===== src/rtl/fifo_rf_ctrl.sv =====
// Synchronous FIFO with its own register-file storage, occupancy counter,
// programmable almost-full/almost-empty decodes, synchronous flush and
// sticky overflow/underflow error flags. Single clock domain.
`timescale 1ns/1ps
module fifo_rf_ctrl #(
  parameter int ADDR_WIDTH = 5,
  parameter int DATA_BITS  = 9,
  parameter int AF_THRESH  = 28,
  parameter int AE_THRESH  = 4
) (
  input  logic                  clk,
  input  logic                  reset_n,
  input  logic                  wr_en,
  input  logic [DATA_BITS-1:0]  wr_data,
  input  logic                  rd_en,
  output logic [DATA_BITS-1:0]  rd_data,
  input  logic                  flush,
  input  logic                  err_clr,
  output logic                  full,
  output logic                  empty,
  output logic                  almost_full,
  output logic                  almost_empty,
  output logic [ADDR_WIDTH:0]   count,
  output logic                  overflow,
  output logic                  underflow
);

  localparam int DEPTH = 1 << ADDR_WIDTH;
  localparam logic [ADDR_WIDTH:0] CNT_FULL = (ADDR_WIDTH+1)'(DEPTH);
  localparam logic [ADDR_WIDTH:0] CNT_AF   = (ADDR_WIDTH+1)'(AF_THRESH);
  localparam logic [ADDR_WIDTH:0] CNT_AE   = (ADDR_WIDTH+1)'(AE_THRESH);

  logic [DATA_BITS-1:0]  mem_q [DEPTH];
  logic [ADDR_WIDTH-1:0] wr_ptr_q, wr_ptr_d;
  logic [ADDR_WIDTH-1:0] rd_ptr_q, rd_ptr_d;
  logic [ADDR_WIDTH:0]   count_q, count_d;
  logic                  overflow_q, overflow_d;
  logic                  underflow_q, underflow_d;

  logic wr_acc, rd_acc, ovf_set, unf_set;

  // Status flags decode only the count register so they never glitch on input changes.
  assign full         = (count_q == CNT_FULL);
  assign empty        = (count_q == '0);
  assign almost_full  = (count_q >= CNT_AF);
  assign almost_empty = (count_q <= CNT_AE);
  assign count        = count_q;
  assign overflow     = overflow_q;
  assign underflow    = underflow_q;

  // Show-ahead: the head entry is always visible without a read strobe.
  assign rd_data = mem_q[rd_ptr_q];

  // A pop frees a slot in the same edge, so a full FIFO still takes a push
  // when rd_en is present. Flush swallows both requests and their errors.
  assign wr_acc  = wr_en & (~full | rd_en) & ~flush;
  assign rd_acc  = rd_en & ~empty & ~flush;
  assign ovf_set = wr_en & full & ~rd_en & ~flush;
  assign unf_set = rd_en & empty & ~flush;

  // Next-state for pointers, occupancy and sticky error flags.
  always_comb begin
    wr_ptr_d = wr_ptr_q;
    rd_ptr_d = rd_ptr_q;
    count_d  = count_q;
    if (flush) begin
      wr_ptr_d = '0;
      rd_ptr_d = '0;
      count_d  = '0;
    end else begin
      if (wr_acc) wr_ptr_d = wr_ptr_q + ADDR_WIDTH'(1);
      if (rd_acc) rd_ptr_d = rd_ptr_q + ADDR_WIDTH'(1);
      case ({wr_acc, rd_acc})
        2'b10:   count_d = count_q + (ADDR_WIDTH+1)'(1);
        2'b01:   count_d = count_q - (ADDR_WIDTH+1)'(1);
        default: count_d = count_q;
      endcase
    end
    // A fresh error in the clearing cycle must not be lost.
    overflow_d  = ovf_set | (overflow_q & ~err_clr);
    underflow_d = unf_set | (underflow_q & ~err_clr);
  end

  // Control state register; storage is deliberately left out of reset.
  always_ff @(posedge clk or negedge reset_n) begin
    if (!reset_n) begin
      wr_ptr_q    <= '0;
      rd_ptr_q    <= '0;
      count_q     <= '0;
      overflow_q  <= 1'b0;
      underflow_q <= 1'b0;
    end else begin
      wr_ptr_q    <= wr_ptr_d;
      rd_ptr_q    <= rd_ptr_d;
      count_q     <= count_d;
      overflow_q  <= overflow_d;
      underflow_q <= underflow_d;
    end
  end

  // Storage write port.
  always_ff @(posedge clk) begin
    if (wr_acc) mem_q[wr_ptr_q] <= wr_data;
  end

endmodule

===== config.mk =====
export PLATFORM = sky130hd
export DESIGN_NAME = fifo_rf_ctrl
export DESIGN_NICKNAME = d
export VERILOG_FILES = /design/src/rtl/fifo_rf_ctrl.sv
export SDC_FILE = /design/constraint.sdc
export NUM_CORES = 1
export LEC_CHECK = 0
export ABC_AREA = 1
export BUFFER_PORTS_ARGS = -buffer_cell sky130_fd_sc_hd__buf_4
export CAP_MARGIN = 5
export CORE_MARGIN = 2
export CORE_UTILIZATION = 47
export DETAILED_ROUTE_END_ITERATION = 10
export GPL_ROUTABILITY_DRIVEN = 0
export PLACE_DENSITY = 0.72
export SLEW_MARGIN = 40
export SYNTH_ARGS = -nofsm -noshare
export SYNTH_HDL_FRONTEND = slang
export SYNTH_SLANG_ARGS = --single-unit

===== constraint.sdc =====
create_clock -name clk -period 2.8 [get_ports clk]
set_clock_uncertainty 0.2 [all_clocks]
set_input_delay 0.56 -clock clk [delete_from_list [all_inputs] [get_ports clk]]
set_output_delay 0.56 -clock clk [all_outputs]
set_load 0.02 [all_outputs]

== After elaboration in Yosys (flattened, before gate mapping) ==
Memory sizes are Yosys's and may differ from the RTL's.
Cells that the tools add are included.
W data, S select, Z words.

* Flip-flop bits (word level): 18
* Bits in writable memories: 288
* Input port bits: 15
* Output and inout port bits: 21
* Word-level logic and storage cells: 46
* Memories: 1

* $add $sub $neg: 4
* $lt $le $gt $ge: 2
* Equal/unequal tests: 3
* Multiplexer cells: 8
* Bitwise gates (word level): 19
* Reductions and logical operators: 4

{| class="wikitable"
|+ Memory list
! name !! depth !! bits a word !! read ports !! clocked after Yosys merged registers in !! wr ports !! RTL line !! RTL
|-
| mem_q || 32 || 9 || 1 || 0 || 1 || 33 || <nowiki>logic [DATA_BITS-1:0] mem_q [DEPTH];</nowiki>
|}

{| class="wikitable"
|+ Operator list
! operator !! count
|-
| $mux W5 || 4
|-
| $pmux W6 S2 || 1
|-
| $and A1 B1 Y1 || 11
|-
| $add A5 B1 Y5 const B || 2
|-
| $add A6 B1 Y6 const B || 1
|-
| $eq A6 B6 Y1 const B || 1
|-
| $ge A6 B5 Y1 const B || 1
|-
| $le A6 B3 Y1 const B || 1
|-
| $logic_not A6 Y1 || 1
|-
| $mux W6 || 1
|-
| $sub A6 B1 Y6 const B || 1
|-
| $not A1 Y1 || 5
|-
| $reduce_bool A2 Y1 || 2
|-
| $or A1 B1 Y1 || 3
|-
| $reduce_bool A3 Y1 || 1
|-
| $eq A2 B1 Y1 const B || 1
|-
| $eq A2 B2 Y1 const B || 1
|-
| $mux W1 || 2
|}

== Longest topological paths before layout ==
* Word-level depth: 8
* Depth in mapped cells: 13
* Gate-level depth less buffers: 13

== Worst setup path after synthesis ==
OpenSTA, ideal clock, no wires.

* Path kind: register -> register
* Start: reg count_q[3] (netlist: count[3])
* End: mem mem_q[10][0] (enable)
* Arrival: 1.745 ns
* Data required time: 2.226 ns
* Setup slack: 0.481 ns
* Cell stages (with the launch flop): 9
* Clock period less this slack: 2.319 ns
* Cell sequence: dfrtp_1 nor2_2 nand2_1 nor3_4 nand2_2 nand2_4 nor2_2 nand2_1 nor2_1

* Cells in the longest elaborated chain, start to end: 7

{| class="wikitable"
|+ RTL lines
! element !! RTL line !! RTL
|-
| start: declaration || 36 || <nowiki>logic [ADDR_WIDTH:0] count_q, count_d;</nowiki>
|-
| start signal: assignment || 95 || <nowiki>count_q <= count_d;</nowiki>
|-
| $eq A6 B6 Y1 || 43 || <nowiki>assign full = (count_q == CNT_FULL);</nowiki>
|-
| named net full || 19 || <nowiki>output logic full,</nowiki>
|-
| $not A1 Y1 || 56 || <nowiki>assign wr_acc = wr_en & (~full | rd_en) & ~flush;</nowiki>
|-
| $or A1 B1 Y1 || 56 ||
|-
| $and A1 B1 Y1 (2 in series) || 56 ||
|-
| $mux W1 || 103 || <nowiki>if (wr_acc) mem_q[wr_ptr_q] <= wr_data;</nowiki>
|-
| $mux W1 (not written as such) || 103 ||
|-
| end: declaration || 33 ||
|}

The timed path passes the listed nets, and every way through them passes these cells.

== Final worst setup path ==
* Start: reg rd_ptr_q[0]
* End: out rd_data[7]

* Cells in the longest elaborated chain, start to end: 1

{| class="wikitable"
|+ RTL lines
! element !! RTL line !! RTL
|-
| start: declaration || 35 || <nowiki>logic [ADDR_WIDTH-1:0] rd_ptr_q, rd_ptr_d;</nowiki>
|-
| start signal: assignment || 94 || <nowiki>rd_ptr_q <= rd_ptr_d;</nowiki>
|-
| $mem_v2 Z32 W9 || -- ||
|-
| end: declaration || 16 || <nowiki>output logic [DATA_BITS-1:0] rd_data,</nowiki>
|}

No other way between the ends.

==> flow_metrics.tcl <==
set metrics [dict create \
    ys.flop_type "edfxtp_1" \
    cts_tree "done" \
    hold_start "flush" \
    fin_ws_ps -396.8 \
    drc 0 \
    drive_gt1_share_pct 15.82 \
    grt_max_degree 53 \
    initial_utilization_pct 47.79 \
    r2r_start "count[3]$_DFFE_PN0P_" \
    cp_max_fo 47 \
    synth-edff-count 288 \
    crit_type "flip-flop to output port" \
    cts_setup_buffers 0 \
    nets 1080 \
    leakagePower_uw 0.004991 \
    ir_drop_mv 0.7568 \
    crit_path_end_kind "output port" \
    clock_latency_ps 550 \
    htree_levels 1 \
    finalHoldViolCount 0 \
    diodes 0 \
    drv_cap 0 \
    crit_path_start "rd_ptr_q[0]$_DFFE_PN0P_" \
    grt_overflow 0 \
    period_share_pct 114.2 \
    cts_max_path_buffers 3 \
    netlist_area_um2 12450 \
    first_iter_violations 1059 \
    cts_inserted_buffers 30 \
    rows 59 \
    area_growth_pct 16.69 \
    clk_pin_slew_ps 70 \
    status "complete, but fails checks" \
    slowest_delay_ps 520 \
    first_pass_iters 5 \
    ys_warn_count 0 \
    setup.worst_path.start_class "flip-flop" \
    synth_async_sr_flop_share_pct 5.882 \
    max_slew.worst_pin.slew_ps 457.4 \
    slowest_stage "dfrtp_4" \
    drv_slew 0 \
    whs_ps 80.04 \
    cp.arrival_ps 2440 \
    routed_wl_um 29350 \
    ys_seq_area_share_pct 73.06 \
    core_area_um2 26060 \
    path_cells "buf_12, o21ai_0, o221ai_2, nand3_1, nand4_1, o21ai_1, inv_1, buf_4" \
    powerDensity_nw_per_um2 858.6 \
    yosysUniqueCellTypes 33 \
    fmax_mhz 312.8 \
    root_buffer "clkbuf_16" \
    via_per_inst 5.806 \
    finalSetupViolCount 9 \
    num_io_pins 36 \
    violations "negative setup slack" \
    die_h_um 166.8 \
    grt_use_total_pct 20.96 \
    vias 8221 \
    antenna_found_initial 0 \
    crit_required_ps 2040 \
    portBuffers 35 \
    hpwl_um 17420 \
    ant_nets 0 \
    rsz0062_at_grt "yes" \
    synth-seq-cells 306 \
    dieArea_um2 27820 \
    finish.utilization_pct 55.77 \
    hold_path_class "input port to flip-flop" \
    syn_inst 991 \
    syn_area_per_cell_um2 12.57 \
    syn-num-nets 1014 \
    die-width_um 166.8 \
    grt_first_pass_wirelength_um 45310 \
    post_drt_wl_per_cell_um 20.72 \
    min_period_ps 3197 \
    grt_pass1_vias 7992 \
    slew_headroom_pct 69.32 \
    cts.sink_count 306 \
]
[cells in the final DEF (no fill, tap or decap), drive strengths merged]
master | netlist | final
edfxtp | 288 | 288
nor2 | 194 | 194
o21ai | 165 | 165
buf | 18 | 89
nand2 | 78 | 78
o22ai | 48 | 48
clkbuf | 39 | 38
inv | 37 | 37
nand3 | 34 | 34
o221ai | 26 | 26
dfrtp | 18 | 18
clkinv | 2 | 16
o211ai | 10 | 10
nand4 | 10 | 10
ha | 8 | 8
a21oi | 6 | 6
xor2 | 3 | 3
bufinv | 0 | 3
nor3 | 3 | 3
o32ai | 2 | 2
dlygate4sd3 | 0 | 2
o21bai | 1 | 1
nand3b | 1 | 1
clkinvlp | 0 | 1
[metal layers]
metal  routed length [um]  up-vias  GRT usage [%]  part of all wire, %
met5                    0        -              0                    0
met4                  986        0          7.309                  3.4
met3                 2303       62          3.802                  7.8
met2                14120      346          33.67                   48
met1                11940     4033          29.02                   41
li1                     -     3780              -                    -
[cells by family (layout without fill, tap and decap cells)]
kind of cell / after synthesis / after routing / share of synthesized area (%)
compound gates: 258 / 258 / 12.01
fa+ha+maj: 8 / 8 / 0.8037
xor+xnor: 3 / 3 / 0.2110
flops: 306 / 306 / 73.06
simple gates: 320 / 320 / 10.82
buf+inv: 96 / 186 / 3.104
[cells in the mapped netlist (2+ instances only)]
| library cell | instances | area [um^2] |
|---|---|---|
| nor2_1 | 188 | 705.7 |
| a21oi_1 | 5 | 25.02 |
| buf_4 | 2 | 15.01 |
| edfxtp_1 | 288 | 8648 |
| nor3_1 | 2 | 10.01 |
| nand2_4 | 2 | 22.52 |
| inv_1 | 32 | 120.1 |
| o21ai_1 | 14 | 70.07 |
| o211ai_1 | 10 | 75.07 |
| xor2_1 | 3 | 26.28 |
| clkinv_1 | 2 | 7.510 |
| nor2_2 | 5 | 31.28 |
| clkbuf_1 | 39 | 146.4 |
| o32ai_1 | 2 | 17.52 |
| o22ai_1 | 48 | 300.3 |
| nand4_1 | 9 | 56.30 |
| o21ai_0 | 151 | 755.7 |
| nand2_2 | 2 | 12.51 |
| dfrtp_1 | 18 | 450.4 |
| nand3_1 | 33 | 165.2 |
| nand2_1 | 74 | 277.8 |
| o221ai_1 | 26 | 227.7 |
| ha_1 | 8 | 100.1 |
| buf_2 | 15 | 75.07 |
| inv_2 | 5 | 18.77 |
[worst paths after layout]
check                                          endpoint  slack [ps]  depth (start not counted)
worst max-delay path                         rd_data[7]        -400                          8
worst min-delay path                 overflow$_DFF_PN0_          80                          2
worst max register to register   mem_q[31][6]$_DFFE_PP_         450                          9
worst min register to register      underflow$_DFF_PN0_         350                          2
max in group asynchronous       rd_ptr_q[0]$_DFFE_PN0P_        1940                          2
min in group asynchronous       rd_ptr_q[0]$_DFFE_PN0P_         220                          2
[critical path, delay by kind of cell (launching register included)]
kind                   cells  cell delay (ps)
buffers and inverters      3              420
AOI/OAI and AO/OA          3              610
and+or+nand+nor            2              330
DFF                        1              520
[sequential cells by signal (all words and copies together) (netlist names)]
| register | cells |
|---|---|
| count | 6 |
| underflow | 1 |
| overflow | 1 |
| mem_q | 288 |
| wr_ptr_q | 5 |
| rd_ptr_q | 5 |
[power breakdown]
part           leakage [uW]  internal (uW)  switching [uW]
Combinational       0.00166           1110            2120
Sequential          0.00283           5080            96.7
Clock              0.000503           2400            1670
[layout make-up]
type | count | area (um^2)
flip-flops and latches | 306 | 9104
inverters | 39 | 148.9
clock buffers | 38 | 842.1
multi-input cells | 589 | 3024
repair buffers | 91 | 824.5
fillers | 2045 | 11530
well taps | 335 | 419.2
clock inverters | 18 | 170.2
[what timing repair did]
item	CTS	global route
resized for setup	33	6
pin swaps	0	6
hold buffers	2	0
endpoints found under the hold margin	20	0
endpoints found under the setup margin	9	9
[metrics by stage]
| step | instance area (um^2) | std cells | total power [uW] | worst slack, ps | setup TNS, ps |
|---|---|---|---|---|---|
| 3_3_place_gp | 13430 | 1358 | 8336 | 203.6 | 0 |
| 6_report | 14530 | 1416 | 12480 | -396.8 | -2673 |
| 4_1_cts | 14530 | 1416 | 12500 | -339.8 | -2648 |
| 3_5_place_dp | 13430 | 1358 | 8409 | 205.8 | 0 |
| 2_1_floorplan | 12450 | 991 | 7215 | 480.8 | 0 |
| 5_1_grt | 14530 | 1416 | 13020 | -458.7 | -3665 |
(Power assumes the default switching activity.)
